--- config.mk ---
export PLATFORM = sky130hd
export DESIGN_NAME = ftdi_tx_arbiter_flat
export DESIGN_NICKNAME = d
export VERILOG_FILES = /design/src/rtl/ftdi_tx_arbiter_if.sv /design/src/rtl/ftdi_tx_arbiter.sv /design/src/flat_wrapper.sv
export SDC_FILE = /design/constraint.sdc
export NUM_CORES = 1
export LEC_CHECK = 0
export CAP_MARGIN = 20
export CORE_UTILIZATION = 30
export DETAILED_ROUTE_END_ITERATION = 10
export SLEW_MARGIN = 20
export SYNTH_ARGS = -nofsm -noshare
export SYNTH_HDL_FRONTEND = slang
export SYNTH_SLANG_ARGS = --single-unit
--- constraint.sdc ---
create_clock -name sys_clk -period 8.1 [get_ports sys_clk]
set_clock_uncertainty 0.05 [all_clocks]
set_input_delay 1.62 -clock sys_clk [delete_from_list [all_inputs] [get_ports sys_clk]]
set_output_delay 1.62 -clock sys_clk [all_outputs]
set_load 0.01 [all_outputs]
--- src/rtl/ftdi_tx_arbiter_if.sv ---
// Requester-side and FT232H-side stream bundle for ftdi_tx_arbiter.
// slave = arbiter side, master = the environment driving it.
interface ftdi_tx_arbiter_if #(
    parameter int NUM_CH = 4
);
    logic [NUM_CH-1:0]   ch_en;
    logic [8*NUM_CH-1:0] s_tdata;
    logic [NUM_CH-1:0]   s_tvalid;
    logic [NUM_CH-1:0]   s_tlast;
    logic [NUM_CH-1:0]   s_tready;
    logic [7:0]          m_tdata;
    logic                m_tvalid;
    logic                m_tready;
    logic [3:0]          grant;
    logic                busy;

    modport slave (
        input  ch_en, s_tdata, s_tvalid, s_tlast, m_tready,
        output s_tready, m_tdata, m_tvalid, grant, busy
    );

    modport master (
        output ch_en, s_tdata, s_tvalid, s_tlast, m_tready,
        input  s_tready, m_tdata, m_tvalid, grant, busy
    );
endinterface

--- src/rtl/ftdi_tx_arbiter.sv ---
// Round-robin framing arbiter feeding the FT232H transmit byte stream.
// Define FTDI_ARB_CHECKSUM_EN to append an XOR checksum trailer per packet.
module ftdi_tx_arbiter #(
    parameter int NUM_CH      = 4,
    parameter int MAX_PKT_LEN = 64
) (
    input  logic           sys_clk,
    input  logic           sys_rst_n,
    ftdi_tx_arbiter_if.slave bus
);
    localparam int LW = $clog2(MAX_PKT_LEN + 1);

    typedef enum logic [1:0] {
        IDLE    = 2'd0,
`ifdef FTDI_ARB_CHECKSUM_EN
        TRAILER = 2'd2,
`endif
        PAYLOAD = 2'd1
    } state_t;

    state_t            state_q, state_d;
    logic [7:0]        m_tdata_q, m_tdata_d;
    logic              m_tvalid_q, m_tvalid_d;
    logic [3:0]        grant_q, grant_d;
    logic [3:0]        last_grant_q, last_grant_d;
    logic [NUM_CH-1:0] cont_q, cont_d;
    logic [LW-1:0]     len_q, len_d;
`ifdef FTDI_ARB_CHECKSUM_EN
    logic [7:0]        csum_q, csum_d;
`endif

    logic              slot_free;
    logic              found;
    logic [3:0]        win;
    logic              win_cont;
    logic [7:0]        hdr;
    logic              g_valid;
    logic              g_last;
    logic [7:0]        g_data;
    logic              accept;
    logic [LW-1:0]     len_inc;
    logic              at_limit;

    assign slot_free = ~m_tvalid_q | bus.m_tready;
    assign len_inc   = len_q + 1'b1;
    assign at_limit  = (len_inc == LW'(MAX_PKT_LEN));
    assign accept    = (state_q == PAYLOAD) & slot_free & g_valid;
    assign hdr       = {1'b1, win_cont, 2'b00, win};

    // Granted-channel mux, written with constant indices only.
    always_comb begin
        g_valid = 1'b0;
        g_last  = 1'b0;
        g_data  = 8'h00;
        for (int i = 0; i < NUM_CH; i++) begin
            if (grant_q == 4'(i)) begin
                g_valid = bus.s_tvalid[i];
                g_last  = bus.s_tlast[i];
                g_data  = bus.s_tdata[8*i +: 8];
            end
        end
    end

    // Winner is the candidate at the smallest distance past last_grant.
    always_comb begin
        int d;
        int best_d;
        found    = 1'b0;
        win      = grant_q;
        win_cont = 1'b0;
        best_d   = NUM_CH;
        for (int i = 0; i < NUM_CH; i++) begin
            d = (i + NUM_CH - int'(last_grant_q) - 1) % NUM_CH;
            if (bus.s_tvalid[i] && bus.ch_en[i] && d < best_d) begin
                found    = 1'b1;
                best_d   = d;
                win      = 4'(i);
                win_cont = cont_q[i];
            end
        end
    end

    always_comb begin
        bus.s_tready = '0;
        for (int i = 0; i < NUM_CH; i++) begin
            bus.s_tready[i] = (state_q == PAYLOAD) && slot_free &&
                              (grant_q == 4'(i));
        end
    end

    always_comb begin
        state_d      = state_q;
        m_tdata_d    = m_tdata_q;
        m_tvalid_d   = m_tvalid_q;
        grant_d      = grant_q;
        last_grant_d = last_grant_q;
        cont_d       = cont_q;
        len_d        = len_q;
`ifdef FTDI_ARB_CHECKSUM_EN
        csum_d       = csum_q;
`endif
        if (slot_free) begin
            m_tvalid_d = 1'b0;
        end
        case (state_q)
            IDLE: begin
                if (slot_free && found) begin
                    grant_d      = win;
                    last_grant_d = win;
                    m_tdata_d    = hdr;
                    m_tvalid_d   = 1'b1;
                    len_d        = '0;
`ifdef FTDI_ARB_CHECKSUM_EN
                    csum_d       = hdr;
`endif
                    state_d      = PAYLOAD;
                end
            end
            PAYLOAD: begin
                if (accept) begin
                    m_tdata_d  = g_data;
                    m_tvalid_d = 1'b1;
                    len_d      = len_inc;
`ifdef FTDI_ARB_CHECKSUM_EN
                    csum_d     = csum_q ^ g_data;
`endif
                    if (g_last || at_limit) begin
`ifdef FTDI_ARB_CHECKSUM_EN
                        state_d = TRAILER;
`else
                        state_d = IDLE;
`endif
                        // A limit hit without tlast marks the next header.
                        for (int i = 0; i < NUM_CH; i++) begin
                            if (grant_q == 4'(i)) begin
                                cont_d[i] = ~g_last;
                            end
                        end
                    end
                end
            end
`ifdef FTDI_ARB_CHECKSUM_EN
            TRAILER: begin
                if (slot_free) begin
                    m_tdata_d  = csum_q;
                    m_tvalid_d = 1'b1;
                    state_d    = IDLE;
                end
            end
`endif
            default: state_d = IDLE;
        endcase
    end

    always_ff @(posedge sys_clk or negedge sys_rst_n) begin
        if (!sys_rst_n) begin
            state_q      <= IDLE;
            m_tdata_q    <= 8'h00;
            m_tvalid_q   <= 1'b0;
            grant_q      <= 4'd0;
            last_grant_q <= 4'(NUM_CH - 1);
            cont_q       <= '0;
            len_q        <= '0;
`ifdef FTDI_ARB_CHECKSUM_EN
            csum_q       <= 8'h00;
`endif
        end else begin
            state_q      <= state_d;
            m_tdata_q    <= m_tdata_d;
            m_tvalid_q   <= m_tvalid_d;
            grant_q      <= grant_d;
            last_grant_q <= last_grant_d;
            cont_q       <= cont_d;
            len_q        <= len_d;
`ifdef FTDI_ARB_CHECKSUM_EN
            csum_q       <= csum_d;
`endif
        end
    end

    assign bus.m_tdata  = m_tdata_q;
    assign bus.m_tvalid = m_tvalid_q;
    assign bus.grant    = grant_q;
    assign bus.busy     = (state_q != IDLE);
endmodule

--- src/flat_wrapper.sv ---
// flat-port wrapper written by rule: the top's interface ports become plain ports
module ftdi_tx_arbiter_flat 
#(
    parameter int NUM_CH      = 4,
    parameter int MAX_PKT_LEN = 64
)
  (sys_clk, sys_rst_n, bus_ch_en, bus_s_tdata, bus_s_tvalid, bus_s_tlast, bus_m_tready, bus_s_tready, bus_m_tdata, bus_m_tvalid, bus_grant, bus_busy);
  ftdi_tx_arbiter_if #(.NUM_CH(NUM_CH)) bus_i ();
  input  logic sys_clk;
  input  logic sys_rst_n;
  input wire logic [$bits(bus_i.ch_en)-1:0] bus_ch_en;
  input wire logic [$bits(bus_i.s_tdata)-1:0] bus_s_tdata;
  input wire logic [$bits(bus_i.s_tvalid)-1:0] bus_s_tvalid;
  input wire logic [$bits(bus_i.s_tlast)-1:0] bus_s_tlast;
  input wire logic [$bits(bus_i.m_tready)-1:0] bus_m_tready;
  output wire logic [$bits(bus_i.s_tready)-1:0] bus_s_tready;
  output wire logic [$bits(bus_i.m_tdata)-1:0] bus_m_tdata;
  output wire logic [$bits(bus_i.m_tvalid)-1:0] bus_m_tvalid;
  output wire logic [$bits(bus_i.grant)-1:0] bus_grant;
  output wire logic [$bits(bus_i.busy)-1:0] bus_busy;
  assign bus_i.ch_en = bus_ch_en;
  assign bus_i.s_tdata = bus_s_tdata;
  assign bus_i.s_tvalid = bus_s_tvalid;
  assign bus_i.s_tlast = bus_s_tlast;
  assign bus_i.m_tready = bus_m_tready;
  assign bus_s_tready = bus_i.s_tready;
  assign bus_m_tdata = bus_i.m_tdata;
  assign bus_m_tvalid = bus_i.m_tvalid;
  assign bus_grant = bus_i.grant;
  assign bus_busy = bus_i.busy;
  ftdi_tx_arbiter #(.NUM_CH(NUM_CH), .MAX_PKT_LEN(MAX_PKT_LEN)) u_core (.sys_clk(sys_clk), .sys_rst_n(sys_rst_n), .bus(bus_i));
endmodule
# ---- Word level (Yosys, flattened, before mapping)
# Cells that the tools add are included.
dict set report totals {
  reg_bits 30
  inputBits 47
  out_inout_bits 18
  word_cells 111
}
dict set report op_classes {
  eq_ne 8
  bitwise 9
  addsub 9
  reduce_logical 30
  n_mux 41
  magnitude_cmp 4
}
# operator n
set op_table {}
lappend op_table {{$sub A32 B2 Y32 const B} 4}
lappend op_table {{$lt A3 B32 Y1} 3}
lappend op_table {{$mux W32} 3}
lappend op_table {{$mux W8} 6}
lappend op_table {{$sub A3 B4 Y5 const A} 4}
lappend op_table {{$mux W1} 19}
lappend op_table {{$mux W4} 4}
lappend op_table {{$pmux W8 S2} 1}
lappend op_table {{$reduce_and A4 Y1} 4}
lappend op_table {{$logic_and A1 B1 Y1} 14}
lappend op_table {{$mux W7} 2}
lappend op_table {{$pmux W7 S2} 1}
lappend op_table {{$eq A4 B2 Y1 const B} 2}
lappend op_table {{$reduce_or A2 Y1} 4}
lappend op_table {{$add A7 B1 Y7 const B} 1}
lappend op_table {{$eq A7 B7 Y1 const B} 1}
lappend op_table {{$and A1 B1 Y1} 6}
lappend op_table {{$mux W2} 3}
lappend op_table {{$reduce_and A3 Y1} 2}
lappend op_table {{$eq A4 B1 Y1 const B} 1}
lappend op_table {{$logic_not A4 Y1} 1}
lappend op_table {{$lt A3 B4 Y1 const B} 1}
lappend op_table {{$ne A2 B1 Y1 const B} 2}
lappend op_table {{$pmux W2 S2} 1}
lappend op_table {{9 further kinds} 11}

# ---- Longest topological paths before layout
# Gate-level depths: netlist of run 1.
dict set report depth {
  ltp_word 19
  mapped_depth 30
  ltp_nobuf 26
}

# ---- Worst setup path before layout of run 1
# No wires, ideal clock.
dict set report synth_timing {
  path_kind {reg2reg}
  from {register u_core.last_grant_q[0]}
  to {register u_core.grant_q[1], in the netlist u_core.bus.grant[1]}
  stages_incl_launch_ff 29
  slack_ns 1.095
  arrival_time_ns 6.836
  synth_period_minus_slack_ns 7.005
  required_time_ns 7.931
  setup_time_ns 0.119
  path_buffers 3
  path_cell_list {dfstp_2 clkbuf_1 inv_1 ha_1 nor2_1 o21ai_0 a21oi_1 nand2_1 ha_1 nor3b_1 o21a_1 a32oi_1 o21ai_0 inv_1 ha_1 or4b_2 nor3_1 a211oi_1 clkbuf_1 nor3_1 a21oi_1 ha_1 or3b_4 a2111oi_4 a31oi_1 a311o_1 buf_6 or3_1 o21a_1}
}
dict set report synth_via {
  elab_chain_len 18
  word_cells_on_any_way 37
  cone_classes {add/sub: 8; order compare: 4; mux: 11; bitwise: 4; reduce/logical: 10}
}
# item line_no
set synth_lines {}
lappend synth_lines {{from (decl)} ftdi_tx_arbiter.sv:25} ;# logic [3:0] last_grant_q, last_grant_d;
lappend synth_lines {{from (signal assigned)} ftdi_tx_arbiter.sv:161} ;# last_grant_q <= 4'(NUM_CH - 1);
lappend synth_lines {{from (signal assigned)} ftdi_tx_arbiter.sv:172} ;# last_grant_q <= last_grant_d;
lappend synth_lines {{$sub A3 B4 Y5} ftdi_tx_arbiter.sv:73} ;# d = (i + NUM_CH - int'(last_grant_q) - 1) % NUM_CH;
lappend synth_lines {{$sub A32 B2 Y32} ftdi_tx_arbiter.sv:73}
lappend synth_lines {{$reduce_or A2 Y1 (no source line)} n/a}
lappend synth_lines {{$and A1 B1 Y1 (no source line)} n/a}
lappend synth_lines {{$lt A3 B4 Y1} ftdi_tx_arbiter.sv:74} ;# if (bus.s_tvalid[i] && bus.ch_en[i] && d < best_d) begin
lappend synth_lines {{$logic_and A1 B1 Y1} ftdi_tx_arbiter.sv:74}
lappend synth_lines {{$mux W32} ftdi_tx_arbiter.sv:74}
lappend synth_lines {{$lt A3 B32 Y1} ftdi_tx_arbiter.sv:74}
lappend synth_lines {{[2 not listed]} n/a}
lappend synth_lines {{$lt A3 B32 Y1} ftdi_tx_arbiter.sv:74}
lappend synth_lines {{$logic_and A1 B1 Y1} ftdi_tx_arbiter.sv:74}
lappend synth_lines {{$mux W32} ftdi_tx_arbiter.sv:74}
lappend synth_lines {{$lt A3 B32 Y1} ftdi_tx_arbiter.sv:74}
lappend synth_lines {{$logic_and A1 B1 Y1} ftdi_tx_arbiter.sv:74}
lappend synth_lines {{$mux W1} ftdi_tx_arbiter.sv:74}
lappend synth_lines {{$logic_and A1 B1 Y1} ftdi_tx_arbiter.sv:107} ;# if (slot_free && found) begin
lappend synth_lines {{$reduce_and A2 Y1 (no source line)} n/a}
lappend synth_lines {{to (signal assigned)} ftdi_tx_arbiter.sv:171} ;# grant_q <= grant_d;
lappend synth_lines {{to (decl)} ftdi_tx_arbiter.sv:24} ;# logic [3:0] grant_q, grant_d;
# Several ways; a longest one is shown, not always the timed one.
# A chain may end at the register's enable or synchronous reset.

# ---- Final worst setup path of run 1
dict set report layout_timing {
  from {input bus_s_tvalid[0]}
  to {register u_core.grant_q[1], in the netlist u_core.bus.grant[1]}
}
dict set report layout_via {
  elab_chain_len 14
  word_cells_on_any_way 21
  cone_classes {order compare: 3; mux: 11; reduce/logical: 7}
}
# item line_no
set layout_lines {}
lappend layout_lines {{from (decl)} flat_wrapper.sv:13} ;# input wire logic [$bits(bus_i.s_tvalid)-1:0] bus_s_tvalid;
lappend layout_lines {{$logic_and A1 B1 Y1 * (2 in a row)} ftdi_tx_arbiter.sv:74}
lappend layout_lines {{$mux W32} ftdi_tx_arbiter.sv:74}
lappend layout_lines {{$lt A3 B32 Y1} ftdi_tx_arbiter.sv:74}
lappend layout_lines {{$logic_and A1 B1 Y1} ftdi_tx_arbiter.sv:74}
lappend layout_lines {{$mux W32} ftdi_tx_arbiter.sv:74}
lappend layout_lines {{$lt A3 B32 Y1} ftdi_tx_arbiter.sv:74}
lappend layout_lines {{$logic_and A1 B1 Y1} ftdi_tx_arbiter.sv:74}
lappend layout_lines {{$mux W32} ftdi_tx_arbiter.sv:74}
lappend layout_lines {{$lt A3 B32 Y1} ftdi_tx_arbiter.sv:74}
lappend layout_lines {{$logic_and A1 B1 Y1} ftdi_tx_arbiter.sv:74}
lappend layout_lines {{$mux W1} ftdi_tx_arbiter.sv:74}
lappend layout_lines {{$logic_and A1 B1 Y1} ftdi_tx_arbiter.sv:107}
lappend layout_lines {{$reduce_and A2 Y1 (no source line)} n/a}
# Every way passes the cells marked *; elsewhere a longest branch is shown, timed or not.

==> results of run 1 <==
final timing paths:
path	cells after the start	endpoint	slack (ns)	from
setup / recovery	22	u_core.bus.grant[1]	0.42	bus_s_tvalid[0]
hold / removal	2	u_core.bus.m_tdata[3]	0.45	u_core.bus.m_tdata[3]
setup reg to reg	25	u_core.bus.grant[1]	0.46	u_core.last_grant_q[0]
hold reg to reg	2	u_core.bus.m_tdata[3]	0.45	u_core.bus.m_tdata[3]
max in group asynchronous	2	u_core.last_grant_q[0]	6.04	sys_rst_n
min in group asynchronous	2	u_core.len_q[0]	1.65	sys_rst_n
critical path, cell delays in order:
cell	delay [ns]
clkdlybuf4s50_1	0.50
and2_1	0.24
nand2_1	0.08
ha_1	0.37
nor3b_1	0.46
o21a_1	0.26
a32oi_1	0.12
o21ai_0	0.29
inv_1	0.08
ha_1	0.30
or4b_2	0.61
nor3_1	0.16
a211oi_1	0.16
nor3_1	0.22
a21oi_1	0.07
ha_1	0.30
or3b_4	0.39
a2111oi_4	0.33
a31oi_1	0.21
a311o_1	0.53
or3_1	0.40
o21a_1	0.11
cell families (layout without fill, tap and decap cells):
family / count (synthesis) / in the layout
muxes: 14 / 14
and+or+nand+nor: 112 / 112
adders and majority gates: 15 / 15
AOI/OAI and AO/OA: 65 / 65
xor gates and xnor gates: 1 / 1
DFF: 27 / 27
buffers and inverters: 27 / 86
where the power goes:
group	switching (uW)	internal, uW	leakage [uW]	total (uW)
Clock	44.5	34.6	0.0000255	79.0
Sequential	87.3	189	0.000327	277
Combinational	325	304	0.000883	629
Total	457	527	0.00124	985
Yosys cell counts, types with 2 or more instances:
cell type  count
buf_4          2
o21a_1         6
a31oi_1        4
clkbuf_1      10
nor2_1        20
and2_1         6
nand3_1       20
nand2b_1       3
nand3b_1       2
and2_0         2
ha_1          14
dfrtp_1       25
or3_1          3
or4b_2         2
nor2b_1        3
inv_1         13
nor3_1        13
nand4b_1       2
a21oi_1       15
o22ai_1        2
mux2i_1        7
o21ai_0       17
mux4_2         7
a22o_1         2
o211ai_1       4
a211oi_1       2
nand4_1        4
nand2_1       25
dfstp_2        2
registers in the layout (all words and copies together) (netlist names):
| name | flops |
|---|---|
| u_core.bus.m_tvalid | 1 |
| u_core.state_q | 1 |
| u_core.last_grant_q | 4 |
| u_core.bus.m_tdata | 8 |
| u_core.len_q | 7 |
| u_core.cont_q | 4 |
| u_core.bus.grant | 2 |
stage by stage:
step | utilization | total power [uW]
2_1_floorplan | - | 696.4
3_3_place_gp | 0.4104 | 902.3
3_5_place_dp | 0.4104 | 907.7
4_1_cts | 0.4168 | 988.5
5_1_grt | 0.4168 | 1076
6_report | 0.4168 | 984.7
final cells by class:
cell class                      count  area share
Clock buffer                        3     0.01366
Clock inverter                      1    0.001656
Inverter                           13     0.01614
Multi-Input combinational cell    207      0.4789
Sequential cell                    27      0.2243
Tap cell                           99     0.04098
Timing Repair Buffer               69      0.2243
per-layer routing:
metal,track usage,share of wire
met5,0,0
met3,0.02239,0.046
met1,0.2274,0.45
met2,0.2762,0.50
met4,0.03372,0.0072
==> flow_summary_export.csv, run 1 <==
group,metric,value,unit
cells_and_area,area_growth,34.75,%
route,firstDrtPassIters,4,
power_and_ir_drop,p_leak,0.001235,uW
clock_tree,clkTransAtPathRegs,0.10,ns
yosys,yosysTopAreaCellShare,0.2789,
timing,finalHoldViolations,0,
place,gp_congestion,0.7999,
floorplan,chipWidth,88.48,um
timing,slew_headroom,0.3614,
timing,fin_tns_setup,0,ns
yosys,ys.flop_type,"dfrtp_1",
outcome,outcome,"finished, final reports clean",
place,place_area,2977,um2
cells_and_area,layout-drive-gt1-share,0.07500,
clock_tree,clock_sinks,27,
yosys,ys_ff_latch,27,
worst_hold_path,hp-class,"flop to flop",
timing,setup_viol_count_final,0,
yosys,synth-edff-count,0,
clock_tree,ctsResizeCount,0,
floorplan,design.die.area,7828,um2
route,routed_wl,6244,um
clock_tree,htree_levels,1,
route,postRouteAntennaNets,0,
yosys,yosys.area.top_type,"dfrtp_1",
yosys,postSynthAreaPerCell,8.595,um2
timing,slew_viol_final,0,
route,initialDrtViolationCount,153,
clock_tree,cts_inserted_buffers,3,
route,vias,2253,
critical_path,required,8.23,ns
yosys,synthMuxAreaShare,0.1015,
floorplan,start_util,0.3093,
route,viasPerCell,5.377,
clock_tree,cts_setup_buffers,0,
floorplan,io_pins,65,
yosys,yosys_warnings,0,
critical_path,worstPathArrival,7.81,ns
yosys,synth_compound_area_frac,0.1974,
cells_and_area,stdcell_count,419,
yosys,synthDistinctLibCells,53,
yosys,syn_inst,261,
yosys,synth_top_family_by_area,"simple AND/OR/NAND/NOR gates",
timing,whs,0.4518,ns
clock_tree,ctsHoldBuffers,0,
floorplan,die_h,88.48,um
route,post-route-drc-count,0,
power_and_ir_drop,power_density,325.7,nW/um2
grt,grt_pass1_vias,2063,
grt,overflow,0,
route,routedWlPerCell,14.90,um
power_and_ir_drop,ir_drop,134.1,uV
critical_path,cp-end-kind,"flop",
cells_and_area,diodes,0,
grt,grt_max_degree,28,
critical_path,path_max_fanout,10,
grt,grt_pass1_wl,10050,um
place,post-place-ws,0.2763,ns
cells_and_area,fillers,714,
cells_and_area,layout_common_cells,"clkdlybuf4s50_1, nand2_1, dfrtp_1",
cells_and_area,nets,382,
cells_and_area,regArea,678.2,um2
grt,antenna_found_initial,0,
cells_and_area,final_cell_area,3023,um2
timing,rsz0062_at_grt,"no",
yosys,syn_area,2243,um2
critical_path,critical_path_class,"primary input to flop",
cells_and_area,multi_input_area,1448,um2
critical_path,worst_setup_path_start_kind,"primary input",
place,portBuffers,64,
flow_run,cap_violations,0,
yosys,async_reset_ff_frac,1.000,
yosys,synth_simple_gate_area_frac,0.2599,
cells_and_area,final_common_cell,"clkdlybuf4s50_1",
timing,worst_pin_slew,0.9580,ns
clock_tree,cts_buffer_depth,2,
yosys,synthesis.nets,322,
clock_tree,cts_tree,"done",
timing,post-route-worst-setup-slack,0.4157,ns
yosys,synthTopCellsByArea,"dfrtp_1, ha_1, mux4_2",
timing,finalCriticalPeriod,7.684,ns
floorplan,row_count,31,
timing,post-route-period-util,0.9487,
grt,grtUsageTotal,0.1648,
floorplan,core,7253,um2
clock_tree,clkLatencyLatePin,0.28,ns
yosys,synth-xor-area-share,0.003904,
place,dp.cells,415,
clock_tree,root_buffer,"clkbuf_8",
yosys,synthAdderAreaFrac,0.08254,
yosys,synth_seq_area_share,0.3023,
timing,max_freq,130.1,MHz
place,post-dp-hpwl,4779,um
(Power assumes the default switching activity.)
==> run 2: changes to the inputs <==
--- a/config.mk
+++ b/config.mk
@@ -7,7 +7,9 @@
 export LEC_CHECK = 0
 export CAP_MARGIN = 20
 export CORE_UTILIZATION = 30
+export CTS_BUF_LIST = sky130_fd_sc_hd__clkbuf_8
 export DETAILED_ROUTE_END_ITERATION = 10
+export DONT_BUFFER_PORTS = 1
 export SLEW_MARGIN = 20
 export SYNTH_ARGS = -nofsm -noshare
 export SYNTH_HDL_FRONTEND = slang
==> run 2 against run 1 <==
Compared with the run above:
- sequential cell count unchanged
- utilization down 9.0 points
- register-to-register slack better by 0.08 ns
- final cell count down 16%
- die area unchanged
- non-clock buffer count down 65
- final area down 21%
- critical path depth up 3
- clock power down 2%
- via count down 13%
- worst setup slack better by 0.12 ns
- highest routed layer unchanged
==> flow_summary_export.csv, run 2 (same netlist as run 1, synthesis figures left out) <==
group,metric,value,unit
power_and_ir_drop,ir_drop,136.8,uV
route,routedWlPerCell,16.23,um
power_and_ir_drop,p_int,454.3,uW
place,post-dp-hpwl,4384,um
cells_and_area,diodes,0,
power_and_ir_drop,seqPwrFrac,0.311,
clock_tree,ctsResizeCount,0,
clock_tree,clock_sinks,27,
critical_path,cp-end-kind,"flop",
timing,fin_tns_setup,0,ns
place,gp_congestion,0.9070,
route,viasPerCell,5.520,
timing,finalCriticalPeriod,7.564,ns
route,routed_wl,5744,um
floorplan,chipWidth,88.48,um
cells_and_area,multi_input_area,1448,um2
floorplan,die_h,88.48,um
grt,grtUsageMet2,0.2476,
critical_path,worstPathArrival,7.70,ns
clock_tree,clkLatencyLatePin,0.28,ns
floorplan,start_util,0.3093,
grt,grt_pass1_wl,9170,um
power_and_ir_drop,swShare,0.4911,
grt,grtUsageTotal,0.1532,
timing,slew_viol_final,0,
floorplan,core,7253,um2
clock_tree,ctsHoldBuffers,0,
worst_hold_path,hp-class,"flop to flop",
timing,post-route-period-util,0.9338,
route,firstDrtPassIters,4,
critical_path,required,8.24,ns
power_and_ir_drop,p_leak,0.0009850,uW
clock_tree,cts_setup_buffers,0,
power_and_ir_drop,clockPowerShare,0.086,
route,post-route-drc-count,0,
route,initialDrtViolationCount,97,
clock_tree,root_buffer,"clkbuf_8",
clock_tree,htree_levels,1,
power_and_ir_drop,p_comb_frac,0.602,
floorplan,design.die.area,7828,um2
floorplan,row_count,31,
clock_tree,clkTransAtPathRegs,0.09,ns
clock_tree,cts_buffer_depth,2,
clock_tree,cts_inserted_buffers,3,
place,place_area,2328,um2
grt,use_met1,0.2123,
grt,antenna_found_initial,0,
grt,grt_pass1_vias,1742,
cells_and_area,layout-drive-gt1-share,0.08627,
grt,overflow,0,
power_and_ir_drop,power_density,376.1,nW/um2
cells_and_area,fillers,755,
route,vias,1954,
clock_tree,cts_tree,"done",
flow_run,cap_violations,0,
outcome,outcome,"finished, final reports clean",
cells_and_area,layout_common_cells,"nand2_1, dfrtp_1, nor2_1, nand3_1, o21ai_0",
power_and_ir_drop,switching_power,438.3,uW
place,post-place-ws,0.6213,ns
place,portBuffers,0,
cells_and_area,nets,317,
route,postRouteAntennaNets,0,
timing,post-route-worst-setup-slack,0.5361,ns
timing,max_freq,132.2,MHz
critical_path,path_max_fanout,18,
cells_and_area,regArea,678.2,um2
critical_path,critical_path_class,"flop to flop",
cells_and_area,area_growth,5.800,%
cells_and_area,largest_reg_flops,8,
grt,grt_max_degree,28,
timing,finalHoldViolations,0,
timing,slew_headroom,0.4784,
grt,gr-max-usage-layer,"met2",
grt,use_met3,0.02705,
critical_path,worst_setup_path_start_kind,"flop",
floorplan,io_pins,65,
timing,worst_pin_slew,0.7824,ns
timing,setup_viol_count_final,0,
timing,rsz0062_at_grt,"no",
cells_and_area,final_cell_area,2374,um2
## run 2: layout make-up
class / count / share of cell area
Multi-Input combinational cell: 207 / 0.6099
Sequential cell: 27 / 0.2857
Tap cell: 99 / 0.05219
Inverter: 13 / 0.02056
Clock buffer: 3 / 0.01740
Timing Repair Buffer: 4 / 0.01265
Clock inverter: 1 / 0.001581
## run 2: per-stage QoR
step | power (uW) | instances | utilization | hold WS, ns
floorplan | 696.4 | 261 | - | 0.4274
global placement | 812.1 | 350 | 0.3210 | 0.4492
detailed placement | 818.7 | 350 | 0.3210 | 0.4550
CTS | 898.8 | 354 | 0.3272 | 0.4786
global route | 977.8 | 354 | 0.3272 | 0.5208
finish | 892.6 | 354 | 0.3272 | 0.4787
## run 2: per-layer routing
metal	part of all wire	wire length [um]
met1	0.47	2674
met2	0.48	2748
met3	0.042	241
met4	0.014	79
met5	0	0
## run 2: path summary, 6_finish.rpt
| check | from | end | slack, ns | depth (start not counted) |
|---|---|---|---|---|
| min in group asynchronous | sys_rst_n | u_core.bus.m_tvalid | 0.97 | 0 |
| hold reg to reg | u_core.cont_q[3] | u_core.cont_q[3] | 0.48 | 2 |
| setup / recovery | u_core.last_grant_q[0] | u_core.last_grant_q[1] | 0.54 | 25 |
| setup reg to reg | u_core.last_grant_q[0] | u_core.last_grant_q[1] | 0.54 | 25 |
| hold / removal | u_core.cont_q[3] | u_core.cont_q[3] | 0.48 | 2 |
| max in group asynchronous | sys_rst_n | u_core.last_grant_q[0] | 6.84 | 0 |
## run 2: power groups by stage
stage | clock network [uW] | registers (uW) | logic, uW
CTS | 80.2 | 279 | 540
finish | 77.1 | 278 | 538
detailed placement | 0 | 281 | 538
floorplan | 0 | 237 | 459
global placement | 0 | 280 | 532
global route | 84.7 | 289 | 604
## run 2: worst max-delay path, stage by stage, from the launching register on
cell and delay (ns):
dfstp_2 0.68, inv_1 0.16, ha_1 0.39, nor2_1 0.22, o21ai_0 0.13, a21oi_1 0.27
nand2_1 0.09, ha_1 0.34, nor3b_1 0.40, o21a_1 0.25, a32oi_1 0.11, o21ai_0 0.28
inv_1 0.08, ha_1 0.30, or4b_2 0.60, nor3_1 0.16, a211oi_1 0.16, nor3_1 0.24
a21oi_1 0.07, ha_1 0.31, or3b_4 0.39, a2111oi_4 0.32, a31oi_1 0.22, a311o_1 0.64
or3_1 0.45, a21boi_1 0.14
